[src/rtl/uart_pkg.sv]
// ---------------------------------------------------------------------------
// uart_pkg
// Shared definitions for the UART transmitter and receiver pair: default
// frame geometry, the transmitter state encoding and the frame length.
//
// Configuration macro: UART_TX_PARITY_EN
//   defined   -> an even-parity bit follows the data bits
//   undefined -> frame is start + data + stop
// Both ends of the link must be built with the same setting.
// ---------------------------------------------------------------------------
package uart_pkg;

    localparam int UART_DATA_BITS  = 8;
    localparam int UART_OVERSAMPLE = 8;

`ifdef UART_TX_PARITY_EN
    localparam int UART_FRAME_BITS = UART_DATA_BITS + 3;
`else
    localparam int UART_FRAME_BITS = UART_DATA_BITS + 2;
`endif

    // Oversampling ticks from the start-bit fall to the end of the stop bit.
    localparam int UART_FRAME_TICKS = UART_FRAME_BITS * UART_OVERSAMPLE;

    typedef enum logic [2:0] {
        IDLE,
        ALIGN,
        START,
        DATA,
        PARITY,
        STOP
    } uart_state_e;

endpackage

[src/rtl/uart_tx_if.sv]
// ---------------------------------------------------------------------------
// uart_tx_if
// Request/status bundle between a byte producer and the UART transmitter.
//   tx_en     producer -> tx   enable for accepting new requests
//   tx_start  producer -> tx   send request, sampled every clk
//   tx_data   producer -> tx   byte to send, captured on acceptance
//   tx        tx -> line       serial output, idles high
//   tx_busy   tx -> producer   frame accepted or in flight
//   tx_done   tx -> producer   one-clk pulse at the end of the stop bit
// master = producer side, slave = transmitter side.
// ---------------------------------------------------------------------------
interface uart_tx_if #(
    parameter int DATA_BITS = uart_pkg::UART_DATA_BITS
);
    logic                 tx_en;
    logic                 tx_start;
    logic [DATA_BITS-1:0] tx_data;
    logic                 tx;
    logic                 tx_busy;
    logic                 tx_done;

    modport master (
        output tx_en, tx_start, tx_data,
        input  tx, tx_busy, tx_done
    );

    modport slave (
        input  tx_en, tx_start, tx_data,
        output tx, tx_busy, tx_done
    );
endinterface

[src/rtl/uart_bit_timer.sv]
// ---------------------------------------------------------------------------
// uart_bit_timer
// Counts oversampling ticks within one bit period and flags the last tick.
//   clk      in   system clock
//   rst      in   synchronous reset, active-low
//   tick     in   one-clk oversampling strobe
//   clear    in   hold the counter at zero (between frames / while aligning)
//   bit_end  out  high on the tick that completes a bit period
// The counter wraps to zero on bit_end, which is the launch of the next bit.
// ---------------------------------------------------------------------------
module uart_bit_timer #(
    parameter int OVERSAMPLE = 8
) (
    input  logic clk,
    input  logic rst,
    input  logic tick,
    input  logic clear,
    output logic bit_end
);

    localparam int            CW   = (OVERSAMPLE > 1) ? $clog2(OVERSAMPLE) : 1;
    localparam logic [CW-1:0] LAST = CW'(OVERSAMPLE - 1);

    logic [CW-1:0] cnt_q;
    logic [CW-1:0] cnt_d;

    always_comb begin
        cnt_d = cnt_q;
        if (clear) begin
            cnt_d = '0;
        end else if (tick) begin
            cnt_d = (cnt_q == LAST) ? '0 : cnt_q + 1'b1;
        end
    end

    assign bit_end = tick && !clear && (cnt_q == LAST);

    always_ff @(posedge clk) begin
        if (!rst) begin
            cnt_q <= '0;
        end else begin
            cnt_q <= cnt_d;
        end
    end

endmodule

[src/rtl/uart_tx.sv]
// ---------------------------------------------------------------------------
// uart_tx
// Serialises a byte as start bit, LSB-first data, optional even parity and
// stop bit. Bit timing is derived from the shared tick_8x strobe so the
// receiver and transmitter run from one baud generator.
//   clk      in   system clock
//   rst      in   synchronous reset, active-low
//   tick_8x  in   one-clk oversampling strobe, OVERSAMPLE per bit
//   bus      slave side of uart_tx_if (tx_en/tx_start/tx_data in,
//            tx/tx_busy/tx_done out)
// Configuration macro: UART_TX_PARITY_EN inserts the PARITY state.
// Requires DATA_BITS >= 2.
// ---------------------------------------------------------------------------
module uart_tx
    import uart_pkg::*;
#(
    parameter int DATA_BITS  = UART_DATA_BITS,
    parameter int OVERSAMPLE = UART_OVERSAMPLE
) (
    input  logic    clk,
    input  logic    rst,
    input  logic    tick_8x,
    uart_tx_if.slave bus
);

    localparam int            BW       = (DATA_BITS > 1) ? $clog2(DATA_BITS) : 1;
    localparam logic [BW-1:0] LAST_BIT = BW'(DATA_BITS - 1);

    uart_state_e          state_q, state_d;
    logic [DATA_BITS-1:0] shift_q, shift_d;
    logic [BW-1:0]        bit_cnt_q, bit_cnt_d;
    logic                 tx_q, tx_d;
    logic                 busy_q, busy_d;
    logic                 done_q, done_d;
`ifdef UART_TX_PARITY_EN
    logic                 parity_q, parity_d;
`endif
    logic                 bit_end;

    // The tick counter only runs once the start bit is on the line, so the
    // start bit gets a full OVERSAMPLE ticks regardless of acceptance phase.
    uart_bit_timer #(
        .OVERSAMPLE(OVERSAMPLE)
    ) u_bit_timer (
        .clk    (clk),
        .rst    (rst),
        .tick   (tick_8x),
        .clear  ((state_q == IDLE) || (state_q == ALIGN)),
        .bit_end(bit_end)
    );

    always_comb begin
        state_d   = state_q;
        shift_d   = shift_q;
        bit_cnt_d = bit_cnt_q;
        tx_d      = tx_q;
        busy_d    = busy_q;
        done_d    = 1'b0;
`ifdef UART_TX_PARITY_EN
        parity_d  = parity_q;
`endif
        case (state_q)
            IDLE: begin
                tx_d = 1'b1;
                if (bus.tx_start && bus.tx_en) begin
                    shift_d = bus.tx_data;
                    busy_d  = 1'b1;
                    state_d = ALIGN;
`ifdef UART_TX_PARITY_EN
                    parity_d = ^bus.tx_data;
`endif
                end
            end
            ALIGN: begin
                if (tick_8x) begin
                    tx_d    = 1'b0;
                    state_d = START;
                end
            end
            START: begin
                if (bit_end) begin
                    tx_d      = shift_q[0];
                    shift_d   = shift_q >> 1;
                    bit_cnt_d = '0;
                    state_d   = DATA;
                end
            end
            DATA: begin
                if (bit_end) begin
                    if (bit_cnt_q == LAST_BIT) begin
`ifdef UART_TX_PARITY_EN
                        tx_d    = parity_q;
                        state_d = PARITY;
`else
                        tx_d    = 1'b1;
                        state_d = STOP;
`endif
                    end else begin
                        // shift_q[0] already holds the next data bit
                        tx_d      = shift_q[0];
                        shift_d   = shift_q >> 1;
                        bit_cnt_d = bit_cnt_q + 1'b1;
                    end
                end
            end
`ifdef UART_TX_PARITY_EN
            PARITY: begin
                if (bit_end) begin
                    tx_d    = 1'b1;
                    state_d = STOP;
                end
            end
`endif
            STOP: begin
                if (bit_end) begin
                    state_d = IDLE;
                    busy_d  = 1'b0;
                    done_d  = 1'b1;
                end
            end
            default: begin
                state_d = IDLE;
            end
        endcase
    end

    always_ff @(posedge clk) begin
        if (!rst) begin
            state_q   <= IDLE;
            shift_q   <= '0;
            bit_cnt_q <= '0;
            tx_q      <= 1'b1;
            busy_q    <= 1'b0;
            done_q    <= 1'b0;
`ifdef UART_TX_PARITY_EN
            parity_q  <= 1'b0;
`endif
        end else begin
            state_q   <= state_d;
            shift_q   <= shift_d;
            bit_cnt_q <= bit_cnt_d;
            tx_q      <= tx_d;
            busy_q    <= busy_d;
            done_q    <= done_d;
`ifdef UART_TX_PARITY_EN
            parity_q  <= parity_d;
`endif
        end
    end

    assign bus.tx      = tx_q;
    assign bus.tx_busy = busy_q;
    assign bus.tx_done = done_q;

endmodule

[src/flat_wrapper.sv]
// flat-port wrapper written by rule: the top's interface ports become plain ports
module uart_tx_flat import uart_pkg::*;
#(
    parameter int DATA_BITS  = UART_DATA_BITS,
    parameter int OVERSAMPLE = UART_OVERSAMPLE
)
  (clk, rst, tick_8x, bus_tx_en, bus_tx_start, bus_tx_data, bus_tx, bus_tx_busy, bus_tx_done);
  uart_tx_if #(.DATA_BITS(DATA_BITS)) bus_i ();
  input  logic clk;
  input  logic rst;
  input  logic tick_8x;
  input wire logic [$bits(bus_i.tx_en)-1:0] bus_tx_en;
  input wire logic [$bits(bus_i.tx_start)-1:0] bus_tx_start;
  input wire logic [$bits(bus_i.tx_data)-1:0] bus_tx_data;
  output wire logic [$bits(bus_i.tx)-1:0] bus_tx;
  output wire logic [$bits(bus_i.tx_busy)-1:0] bus_tx_busy;
  output wire logic [$bits(bus_i.tx_done)-1:0] bus_tx_done;
  assign bus_i.tx_en = bus_tx_en;
  assign bus_i.tx_start = bus_tx_start;
  assign bus_i.tx_data = bus_tx_data;
  assign bus_tx = bus_i.tx;
  assign bus_tx_busy = bus_i.tx_busy;
  assign bus_tx_done = bus_i.tx_done;
  uart_tx #(.DATA_BITS(DATA_BITS), .OVERSAMPLE(OVERSAMPLE)) u_core (.clk(clk), .rst(rst), .tick_8x(tick_8x), .bus(bus_i));
endmodule
[config.mk]
export PLATFORM = sky130hd
export DESIGN_NAME = uart_tx_flat
export DESIGN_NICKNAME = d
export VERILOG_FILES = /design/src/rtl/uart_pkg.sv /design/src/rtl/uart_tx_if.sv /design/src/rtl/uart_bit_timer.sv /design/src/rtl/uart_tx.sv /design/src/flat_wrapper.sv
export SDC_FILE = /design/constraint.sdc
export NUM_CORES = 1
export LEC_CHECK = 0
export CAP_MARGIN = 20
export CORE_AREA = 4 4 51 53
export CTS_CLUSTER_DIAMETER = 80
export DETAILED_ROUTE_END_ITERATION = 8
export DIE_AREA = 0 0 55 57
export PLACE_DENSITY_LB_ADDON = 0.15
export SYNTH_ARGS = -nofsm -noshare
export SYNTH_HDL_FRONTEND = slang
export SYNTH_SLANG_ARGS = --single-unit
[constraint.sdc]
create_clock -name clk -period 2.39 [get_ports clk]
set_input_delay 0.478 -clock clk [delete_from_list [all_inputs] [get_ports clk]]
set_output_delay 0.478 -clock clk [all_outputs]
set_load 0.02 [all_outputs]
==> results of run 1 <==
worst max-delay path, stage by stage (launching register included):
cell,delay [ns]
dfxtp_1,0.34
ha_1,0.20
ha_1,0.26
nand2b_4,0.18
a2111oi_4,0.34
buf_4,0.25
nor2_1,0.05
a211oi_1,0.23
cells in the final DEF, fill, tap and decap left out, types with 3 or more instances in the layout:
cell type / instances
a211oi_1: 8
a21oi_1: 3
and2_1: 3
buf_4: 3
clkbuf_4: 3
clkdlybuf4s50_1: 15
dfxtp_1: 20
ha_1: 4
inv_1: 3
mux2i_1: 13
nand2_1: 6
nand2b_1: 4
nor2_1: 20
nor2b_1: 3
nor3_1: 3
o21ai_0: 3
logic make-up after synthesis:
| logic type | after synthesis | share of synthesized area [%] |
|---|---|---|
| and+or+nand+nor | 44 | 20.2 |
| AOI/OAI and AO/OA | 23 | 19.2 |
| DFF | 20 | 38.0 |
| muxes | 13 | 12.3 |
| buffers and inverters | 10 | 5.58 |
| adders and majority gates | 4 | 4.75 |
power by group through the flow:
stage | Clock (mW) | Sequential [mW] | Combinational [mW]
6_report | 0.152 | 0.389 | 0.151
5_1_grt | 0.170 | 0.394 | 0.169
4_1_cts | 0.162 | 0.389 | 0.154
3_5_place_dp | 0 | 0.396 | 0.153
3_3_place_gp | 0 | 0.396 | 0.149
2_1_floorplan | 0 | 0.389 | 0.116
metrics by stage:
step                      setup WS, ns  instances
final                            0.451        156
after global routing             0.304        156
after CTS                        0.417        156
after detailed placement         0.209        153
after global placement           0.268        153
after floorplan                  0.550        114
sequential cells by signal, summed over array words and instances (netlist names):
signal	cells
u_core.shift_q	8
u_core.bit_cnt_q	3
u_core.state_q	3
u_core.u_bit_timer.cnt_q	3
u_core.bus.tx	1
u_core.bus.tx_busy	1
u_core.bus.tx_done	1
cell type report:
| class | count | area [µm²] |
|---|---|---|
| inverters | 3 | 11.3 |
| clock buffers | 3 | 22.5 |
| multi-input cells | 84 | 596 |
| fillers | 197 | 911 |
| well taps | 28 | 35.0 |
| repair buffers | 18 | 173 |
| flip-flops and latches | 20 | 400 |
synthesized netlist by cell type:
master      n
a21boi_1    1
ha_1        4
a221o_1     1
nor4_1      1
a221oi_1    1
o31ai_1     1
nand2b_4    1
a2111oi_4   1
buf_4       1
o211a_1     1
mux2i_1    13
buf_6       2
dfxtp_1    20
a2bb2oi_1   1
nand2b_1    4
a21oi_1     3
inv_1       3
a211oi_4    1
a211oi_2    1
and2_1      3
buf_2       2
o21ai_0     3
nand4_1     1
nor2b_1     3
a211oi_1    8
nor3_1      3
nor2_2      1
clkbuf_1    2
nand2_1     6
nor2_1     20
nand3_1     1
metal layers:
| metal | track usage (%) | up-vias |
|---|---|---|
| li1 | - | 430 |
| met1 | 17.2 | 396 |
| met2 | 25.0 | 12 |
| met3 | 2.35 | 2 |
| met4 | 4.17 | 0 |
| met5 | 0 | - |
worst paths after layout:
| check | startpoint | to | slack [ns] | cells after the start |
|---|---|---|---|---|
| worst max-delay path | u_core.bit_cnt_q[0]$_SDFFE_PN0P_ | u_core.shift_q[4]$_SDFFE_PN0P_ | 0.45 | 7 |
| worst min-delay path | u_core.shift_q[7]$_SDFFE_PN0P_ | u_core.shift_q[7]$_SDFFE_PN0P_ | 0.47 | 2 |
| worst max register to register | u_core.bit_cnt_q[0]$_SDFFE_PN0P_ | u_core.shift_q[4]$_SDFFE_PN0P_ | 0.45 | 7 |
| worst min register to register | u_core.shift_q[7]$_SDFFE_PN0P_ | u_core.shift_q[7]$_SDFFE_PN0P_ | 0.47 | 2 |
==> results.yml, run 1 <==
die:
  initial_core_util_pct: 49.1
  die_w_um: 55
  fp.dieH_um: 57
  num_rows: 17
  dieArea_um2: 3140
  core_area_um2: 2150
  io_pins: 16
clock_tree:
  postCtsHoldBufs: 0
  worst_skew_pair.late_latency_ns: 0.29
  cts_buffers: 3
  cts_max_level: 1
  clkSinkCount: 20
  clk_pin_slew_ns: 0.11
  cts_buffer_depth: 2
  post-cts-setup-buffer-count: 0
  cts_root_buf: "clkbuf_4"
  ctsResizeCount: 0
  cts_tree: "built"
sta:
  worstMarginPinSlew_ns: 0.572
  min_period_over_period_pct: 81.1
  slew_violations: 0
  rsz0062_at_grt: "false"
  fin_skew_ns: 0.00758
  period_needed_ns: 1.94
  hold_ws_ns: 0.474
  setup_viol: 0
  max_freq_mhz: 516
  slew_headroom_pct: 61.8
  hold_viol: 0
  tns_ns: 0
synthesis:
  synth-seq-cells: 20
  synth_top_area_share_pct: 38.0
  syn-instance-count: 114
  yosys.area.top_type: "dfxtp_1"
  netlist_area_um2: 1050
  synth.distinct_cells: 31
  ys_seq_area_share_pct: 38.0
  synthTopCellsByArea: "dfxtp_1, mux2i_1, nor2_1, a211oi_1, ha_1"
  synth.net_count: 131
  yosys_warnings: 0
  syn_area_per_cell_um2: 9.25
pwr:
  p_clk_share_pct: 22.0
  power_density_nw_per_um2: 559
  p_leak_nw: 0.518
  switching_share_pct: 28.0
  p_int_uw: 498
  seqPwrFrac_pct: 56.2
  finalPower_uw: 692
  share_comb_of_total_power_pct: 21.8
  switchingPower_uw: 194
  vdd_ir_drop_max_mv: 0.298
global_route:
  gr-total-overflow: 0
  grt_max_degree: 17
  antenna_found_initial: 0
  first_global_vias: 815
  grt_pass1_wl_um: 3390
  grt_usage_pct: 14.2
layout:
  area.growth.synth_to_final_pct: 17.3
  nNetsFinal: 147
  design_area_um2: 1240
  drive_gt1_share_pct: 8.59
  diodes: 0
  fin_util_pct: 57.6
route:
  routed-wl-met2_um: 980
  via_per_inst: 5.38
  wl_met3_um: 83
  topRoutingLayerUsed: "met4"
  drc: 0
  avgRoutedWirePerCell_um: 12.5
  drtIter0Drc: 10
  detail-route-antenna-nets: 0
  wl_um: 1950
  first_pass_iters: 4
  m1WireLength_um: 876
  num_vias: 840
setup_path:
  worstSetupPathType: "reg -> reg"
  cp.arrival_ns: 2.14
  end_kind: "flip-flop"
  cp_max_fo: 16
  cp.required_ns: 2.59
  cp-start-kind: "flip-flop"
place:
  hpwl_um: 1490
  gp_congestion: 0.721
  place_area_um2: 1210
  numPortBuffers: 15
hold_path:
  hp-class: "reg -> reg"
run:
  cap_violations: 0
outcome:
  status: "finished clean"
No activity file was read; power rests on OpenSTA's default activity.
==> run 2, diff against run 1 <==
==> constraint.sdc (replaced) <==
create_clock -name clk -period 1.79 [get_ports clk]
set_input_delay 0.358 -clock clk [delete_from_list [all_inputs] [get_ports clk]]
set_output_delay 0.358 -clock clk [all_outputs]
set_load 0.02 [all_outputs]
==> run 2 against run 1 <==
  * Global-route usage up 2.1 points
  * Largest cell class unchanged
  * The flow now finishes with violations (setup timing)
  * Clock power up 71%
  * Non-clock buffer count up 14
==> results.yml, run 2 (synthesized netlist as in run 1, its figures left out) <==
outcome:
  status: "finished with violations"
  violations: "setup timing"
die:
  num_rows: 17
  core_area_um2: 2150
  io_pins: 16
  fp.dieH_um: 57
  die_w_um: 55
  initial_core_util_pct: 49.1
  dieArea_um2: 3140
route:
  first_pass_iters: 4
  num_vias: 882
  avgRoutedWirePerCell_um: 13.5
  detail-route-antenna-nets: 0
  drtIter0Drc: 12
  via_per_inst: 5.16
  wl_um: 2310
  drc: 0
clock_tree:
  postCtsHoldBufs: 0
  cts_buffers: 3
  cts_buffer_depth: 2
  cts_max_level: 1
  worst_skew_pair.late_latency_ns: 0.30
  clkSinkCount: 20
  cts_tree: "built"
  clk_pin_slew_ns: 0.12
  cts_root_buf: "clkbuf_4"
place:
  numPortBuffers: 15
  gp_congestion: 0.774
  pre_cts_ws_ns: -0.0943
  hpwl_um: 1560
setup_path:
  cp_max_fo: 6
  critPathLaunch: "u_core.bit_cnt_q[0]$_SDFFE_PN0P_"
  r2r-end: "u_core.shift_q[3]$_SDFFE_PN0P_"
  reg2reg_from: "u_core.bit_cnt_q[0]$_SDFFE_PN0P_"
  end_kind: "flip-flop"
  r2r_setup_slack_ns: -0.03
  cp.arrival_ns: 1.98
  worstRegToRegCells: 8
  worstSetupPathType: "reg -> reg"
  cp-start-kind: "flip-flop"
  cp.required_ns: 1.96
sta:
  worstMarginPinSlew_ns: 0.467
  fin_ws_ns: -0.0266
  hold_viol: 0
  slew_violations: 0
  slew_headroom_pct: 68.8
  min_period_over_period_pct: 101
  rsz0062_at_grt: "true"
  period_needed_ns: 1.82
  fin_skew_ns: 0.00720
  max_freq_mhz: 550
  setup_viol: 5
layout:
  fin_util_pct: 67.4
  diodes: 0
  final_cell_mix: "nor2_1, dfxtp_1, clkdlybuf4s50_1, buf_4, mux2i_1"
  final_common_cell: "nor2_1"
  nNetsFinal: 161
  regMostFlops: "u_core.shift_q"
  n_fill_cell: 168
  largest_register_ffs: 8
  area.growth.synth_to_final_pct: 37.4
  drive_gt1_share_pct: 27.3
global_route:
  antenna_found_initial: 0
  gr-total-overflow: 0
  first_global_vias: 924
  grt_max_degree: 13
  grt_usage_pct: 16.3
  grt_pass1_wl_um: 3910
hold_path:
  hp-class: "reg -> reg"
  hold_depth: 2
  hold_start: "u_core.shift_q[1]$_SDFFE_PN0P_"
  whs_endpoint: "u_core.shift_q[1]$_SDFFE_PN0P_"
pwr:
  power_density_nw_per_um2: 746
  vdd_ir_drop_max_mv: 0.589
  p_leak_nw: 0.600
run:
  cap_violations: 0
==> run 2: cell types whose count changed in the layout (fill, tap and decap cells not counted), moves of 3 or more <==
cell	previous run	this run
a211oi_1	8	4
a211oi_2	1	5
buf_4	3	14
dfxtp_1	20	16
dfxtp_2	0	4
ha_1	4	1
ha_4	0	3
==> run 2: power by group <==
| group | total, mW | leakage, nW | switching [mW] | internal, mW |
|---|---|---|---|---|
| clock network | 0.260 | 0.0210 | 0.136 | 0.124 |
| logic | 0.305 | 0.414 | 0.140 | 0.165 |
| registers | 0.515 | 0.166 | 0.0316 | 0.484 |
==> run 2: metal layers <==
layer / part of all wire [%] / track usage (%) / vias to the layer above
met5: 0 / 0 / -
met1: 45 / 19.7 / 406
met4: 0.35 / 4.17 / 0
met2: 50 / 28.5 / 13
met3: 4.1 / 3.13 / 2
li1: - / - / 461
==> run 2: metrics by stage <==
stage	instance area [µm²]	power, mW	hold WS, ns	std cells	TNS, ns
after floorplan	1050	0.674	0.435	114	0
after global placement	1290	0.750	0.450	161	-0.329
after detailed placement	1290	0.758	0.475	161	-0.576
after CTS	1410	1.06	0.503	171	-0.00793
after global routing	1450	1.13	0.526	171	-0.466
final	1450	1.08	0.513	171	-0.0393
==> run 2: what timing repair did <==
action                                  CTS  global route
endpoints found under the setup margin    4            11
buffers inserted                          6             0
cloned                                    0             0
gates resized for setup                  13             8
pin swaps                                 8             2
==> run 2: worst max path at each step <==
stage / cells after the start / slack [ns] / to
floorplan: 7 / 0.003 / u_core.shift_q[6]$_SDFFE_PN0P_
global placement: 6 / -0.06 / u_core.shift_q[3]$_SDFFE_PN0P_
detailed placement: 6 / -0.09 / u_core.shift_q[2]$_SDFFE_PN0P_
CTS: 8 / -0.006 / u_core.shift_q[2]$_SDFFE_PN0P_
global route: 8 / -0.08 / u_core.shift_q[3]$_SDFFE_PN0P_
finish: 8 / -0.03 / u_core.shift_q[3]$_SDFFE_PN0P_
==> run 2: area by class of cell <==
type	instances	area [µm²]	area share (%)
repair buffers	32	302	20.8
flip-flops and latches	20	405	28.0
clock buffers	4	36.3	2.50
well taps	28	35.0	2.42
inverters	3	11.3	0.777
multi-input cells	84	659	45.5
==> run 2: worst max-delay path, stage by stage, from the launching register on <==
cell       delay (ns)
dfxtp_2          0.35
ha_4             0.16
ha_4             0.15
nand2b_4         0.14
a2111oi_4        0.43
buf_12           0.15
buf_6            0.11
buf_4            0.12
a211oi_2         0.06
==> run 3, diff against run 2 <==
--- a/config.mk
+++ b/config.mk
@@ -6,11 +6,14 @@
 export NUM_CORES = 1
 export LEC_CHECK = 0
 export CAP_MARGIN = 20
-export CORE_AREA = 4 4 51 53
+export CELL_PAD_IN_SITES_DETAIL_PLACEMENT = 1
+export CELL_PAD_IN_SITES_GLOBAL_PLACEMENT = 2
+export CORE_AREA = 4 4 64 66
 export CTS_CLUSTER_DIAMETER = 80
 export DETAILED_ROUTE_END_ITERATION = 8
-export DIE_AREA = 0 0 55 57
+export DIE_AREA = 0 0 68 70
 export PLACE_DENSITY_LB_ADDON = 0.15
 export SYNTH_ARGS = -nofsm -noshare
 export SYNTH_HDL_FRONTEND = slang
+export SYNTH_HIERARCHICAL = 1
 export SYNTH_SLANG_ARGS = --single-unit
==> run 3 against run 2 <==
  * The flow still finishes with violations (setup timing)
  * Register-to-register slack got worse by 0.02 ns
  * Combinational power rose by 38%
  * Sequential share of layout area decreased by 1.7 points
  * Hold slack got worse by 0.044 ns
  * Sequential power is 1% higher
  * Wire length up 21%
  * Clock skew increased by 0.0043 ns
  * Clock power decreased by 13%
  * Synthesized area is 2.6% lower
  * Fmax decreased by 0.99%
  * Non-clock buffer count increased by 6
  * Largest cell class unchanged
  * Highest routed layer is now met3
==> results.yml, run 3 <==
layout:
  drive_gt1_share_pct: 30.6
  final_common_cell: "nand2_1"
  nNetsFinal: 176
  largest_register_ffs: 8
  final_cell_mix: "nand2_1, buf_4, nor2_1, dfxtp_1, clkdlybuf4s50_1"
  design_area_um2: 1560
  diodes: 0
  regMostFlops: "u_core/shift_q"
  area.growth.synth_to_final_pct: 52.3
clock_tree:
  cts_buffer_depth: 2
  clk_pin_slew_ns: 0.13
  cts_buffers: 3
  clkSinkCount: 20
  postCtsHoldBufs: 0
  cts_max_level: 1
  cts_root_buf: "clkbuf_4"
  cts_tree: "built"
  worst_skew_pair.late_latency_ns: 0.30
die:
  initial_core_util_pct: 28.7
  die_w_um: 68
  num_rows: 22
  io_pins: 16
  fp.dieH_um: 70
  core_area_um2: 3580
  dieArea_um2: 4760
sta:
  fin_ws_ns: -0.0447
  slew_headroom_pct: 67.3
  fin_skew_ns: 0.0115
  max_freq_mhz: 545
  period_needed_ns: 1.83
  tns_ns: -0.108
  hold_viol: 0
  setup_viol: 6
  min_period_over_period_pct: 102
  worstMarginPinSlew_ns: 0.491
  rsz0062_at_grt: "true"
  slew_violations: 0
synthesis:
  yosysMostFrequentCell: "nand2_1"
  synth_top_area_share_pct: 39.0
  yosys.area.top_type: "dfxtp_1"
  ys_async_sr_fraction_pct: 0
  synthAdderAreaFrac_pct: 4.87
  yosys-top-cells-count: "nand2_1, dfxtp_1, nor2_1"
  synthMuxAreaShare_pct: 3.90
  synthSimpleGateAreaFrac_pct: 27.6
  synth.net_count: 141
  synthTopCellsByArea: "dfxtp_1, nand2_1, nor2_1, a311oi_1, ha_1"
  synth.distinct_cells: 31
  synth-seq-cells: 20
  syn_area_per_cell_um2: 8.28
  synth-compound-area-share_pct: 20.0
  syn-instance-count: 124
  synth_xor_area_share_pct: 0
  ys_seq_area_share_pct: 39.0
  netlist_area_um2: 1030
  synth_flop_cell: "dfxtp_1"
  synth_top_family_by_area: "simple AND/OR/NAND/NOR gates"
  synth_edf_count: 0
  yosys_warnings: 6
route:
  wl_um: 2800
  via_per_inst: 4.85
  first_pass_iters: 2
  num_vias: 994
  drc: 0
  detail-route-antenna-nets: 0
  drtIter0Drc: 19
  avgRoutedWirePerCell_um: 13.7
setup_path:
  cp-start-kind: "flip-flop"
  crit_family: "compound AO/OA/AOI/OAI gates"
  r2r-end: "u_core/shift_q[6]$_SDFFE_PN0P_"
  cp.arrival_ns: 2.05
  slowest_stage: "dfxtp_4"
  end_kind: "flip-flop"
  crit_buf_inv: 3
  r2r_setup_slack_ns: -0.04
  cp.required_ns: 2.01
  cp_cell_sequence: "ha_4 > ha_4 > nand2b_4 > a2111oi_4 > buf_4 > buf_12 > buf_6 > nor2_4 > a311oi_2"
  cpPeakStageDelay_ns: 0.38
  cp_max_fo: 7
  worstRegToRegCells: 9
  cp_common_cell: "ha_4"
  worstSetupPathType: "reg -> reg"
  reg2reg_from: "u_core/bit_cnt_q[0]$_SDFFE_PN0P_"
place:
  gp_congestion: 0.727
  pre_cts_ws_ns: -0.343
  place_area_um2: 1410
  numPortBuffers: 15
  hpwl_um: 2010
pwr:
  p_leak_nw: 0.618
  finalPower_mw: 1.17
  vdd_ir_drop_max_mv: 0.321
  power_density_nw_per_um2: 747
outcome:
  violations: "setup timing"
  status: "finished with violations"
run:
  cap_violations: 0
global_route:
  grt_max_degree: 15
  grt_pass1_wl_um: 4750
  first_global_vias: 1068
  gr-total-overflow: 0
  grt_usage_pct: 12.4
  antenna_found_initial: 0
hold_path:
  hold_depth: 2
  hold_start: "u_core/shift_q[7]$_SDFFE_PN0P_"
  hp-class: "reg -> reg"
  whs_endpoint: "u_core/shift_q[7]$_SDFFE_PN0P_"
-- run 3: changes by cell type after synthesis, moves of 3 or more --
| cell | previous run | this run |
|---|---|---|
| a311oi_1 | 0 | 6 |
| and2_1 | 3 | 0 |
| nand2_1 | 6 | 22 |
| a211oi_1 | 8 | 0 |
| a21oi_1 | 3 | 6 |
| clkbuf_1 | 2 | 5 |
| mux2i_1 | 13 | 4 |
-- run 3: worst max-delay path by stage --
stage | from | end | slack, ns | cells after the start
CTS | u_core/u_bit_timer/cnt_q[1]$_SDFFE_PP0P_ | u_core/shift_q[4]$_SDFFE_PN0P_ | -0.003 | 9
finish | u_core/bit_cnt_q[0]$_SDFFE_PN0P_ | u_core/shift_q[6]$_SDFFE_PN0P_ | -0.04 | 9
global route | u_core/bit_cnt_q[0]$_SDFFE_PN0P_ | u_core/shift_q[6]$_SDFFE_PN0P_ | -0.09 | 9
global placement | tick_8x | u_core/shift_q[5]$_SDFFE_PN0P_ | -0.29 | 8
floorplan | u_core/u_bit_timer/cnt_q[1]$_SDFFE_PP0P_ | u_core/shift_q[6]$_SDFFE_PN0P_ | -0.02 | 10
detailed placement | tick_8x | u_core/shift_q[4]$_SDFFE_PN0P_ | -0.34 | 8
-- run 3: power breakdown --
part	switching, mW	internal, mW	leakage, nW	total (mW)
sequential	0.0320	0.490	0.167	0.522
clock	0.147	0.0784	0.0138	0.226
combinational	0.187	0.234	0.437	0.420
-- run 3: cells by family (layout without fill, tap and decap cells) --
logic type / Yosys count / in the layout
adder cells (fa/ha/maj): 4 / 4
multiplexers: 4 / 4
AO/OA/AOI/OAI: 24 / 24
flip-flops: 20 / 20
buffers and inverters: 10 / 43
AND/OR/NAND/NOR: 62 / 62
-- run 3: repair_timing --
action                                  4_1_cts  5_1_grt
pin swaps                                     0        5
buffers inserted                              1        2
resized for setup                             8       10
endpoints found under the setup margin        7        7
gates cloned                                  0        1
-- run 3: area by class of cell --
type	count	area (µm²)
repair buffers	38	365
flip-flops and latches	20	410
fillers	429	2010
well taps	48	60.1
multi-input cells	94	698
clock buffers	3	22.5
inverters	2	7.51
-- run 3: worst min-delay path: cells and delay by family (launching register included) --
family	cells	cell delay (ns)
AOI/OAI and AO/OA	1	0.05
DFF	1	0.33
and+or+nand+nor	1	0.05
-- run 3: metrics by stage --
stage | hold WS (ns) | cells | util, %
global placement | 0.447 | 198 | 39.3
CTS | 0.466 | 202 | 41.3
global route | 0.481 | 205 | 43.7
finish | 0.469 | 205 | 43.7
detailed placement | 0.448 | 198 | 39.3
floorplan | 0.429 | 124 | -
-- run 3: layer usage --
metal	track usage, %	routed length (µm)	share of wire, %	vias up
li1	-	-	-	508
met1	16.2	1360	48	479
met2	20.9	1390	50	7
met3	1.93	57	2.0	0
met4	2.65	0	0	0
met5	0	0	0	-
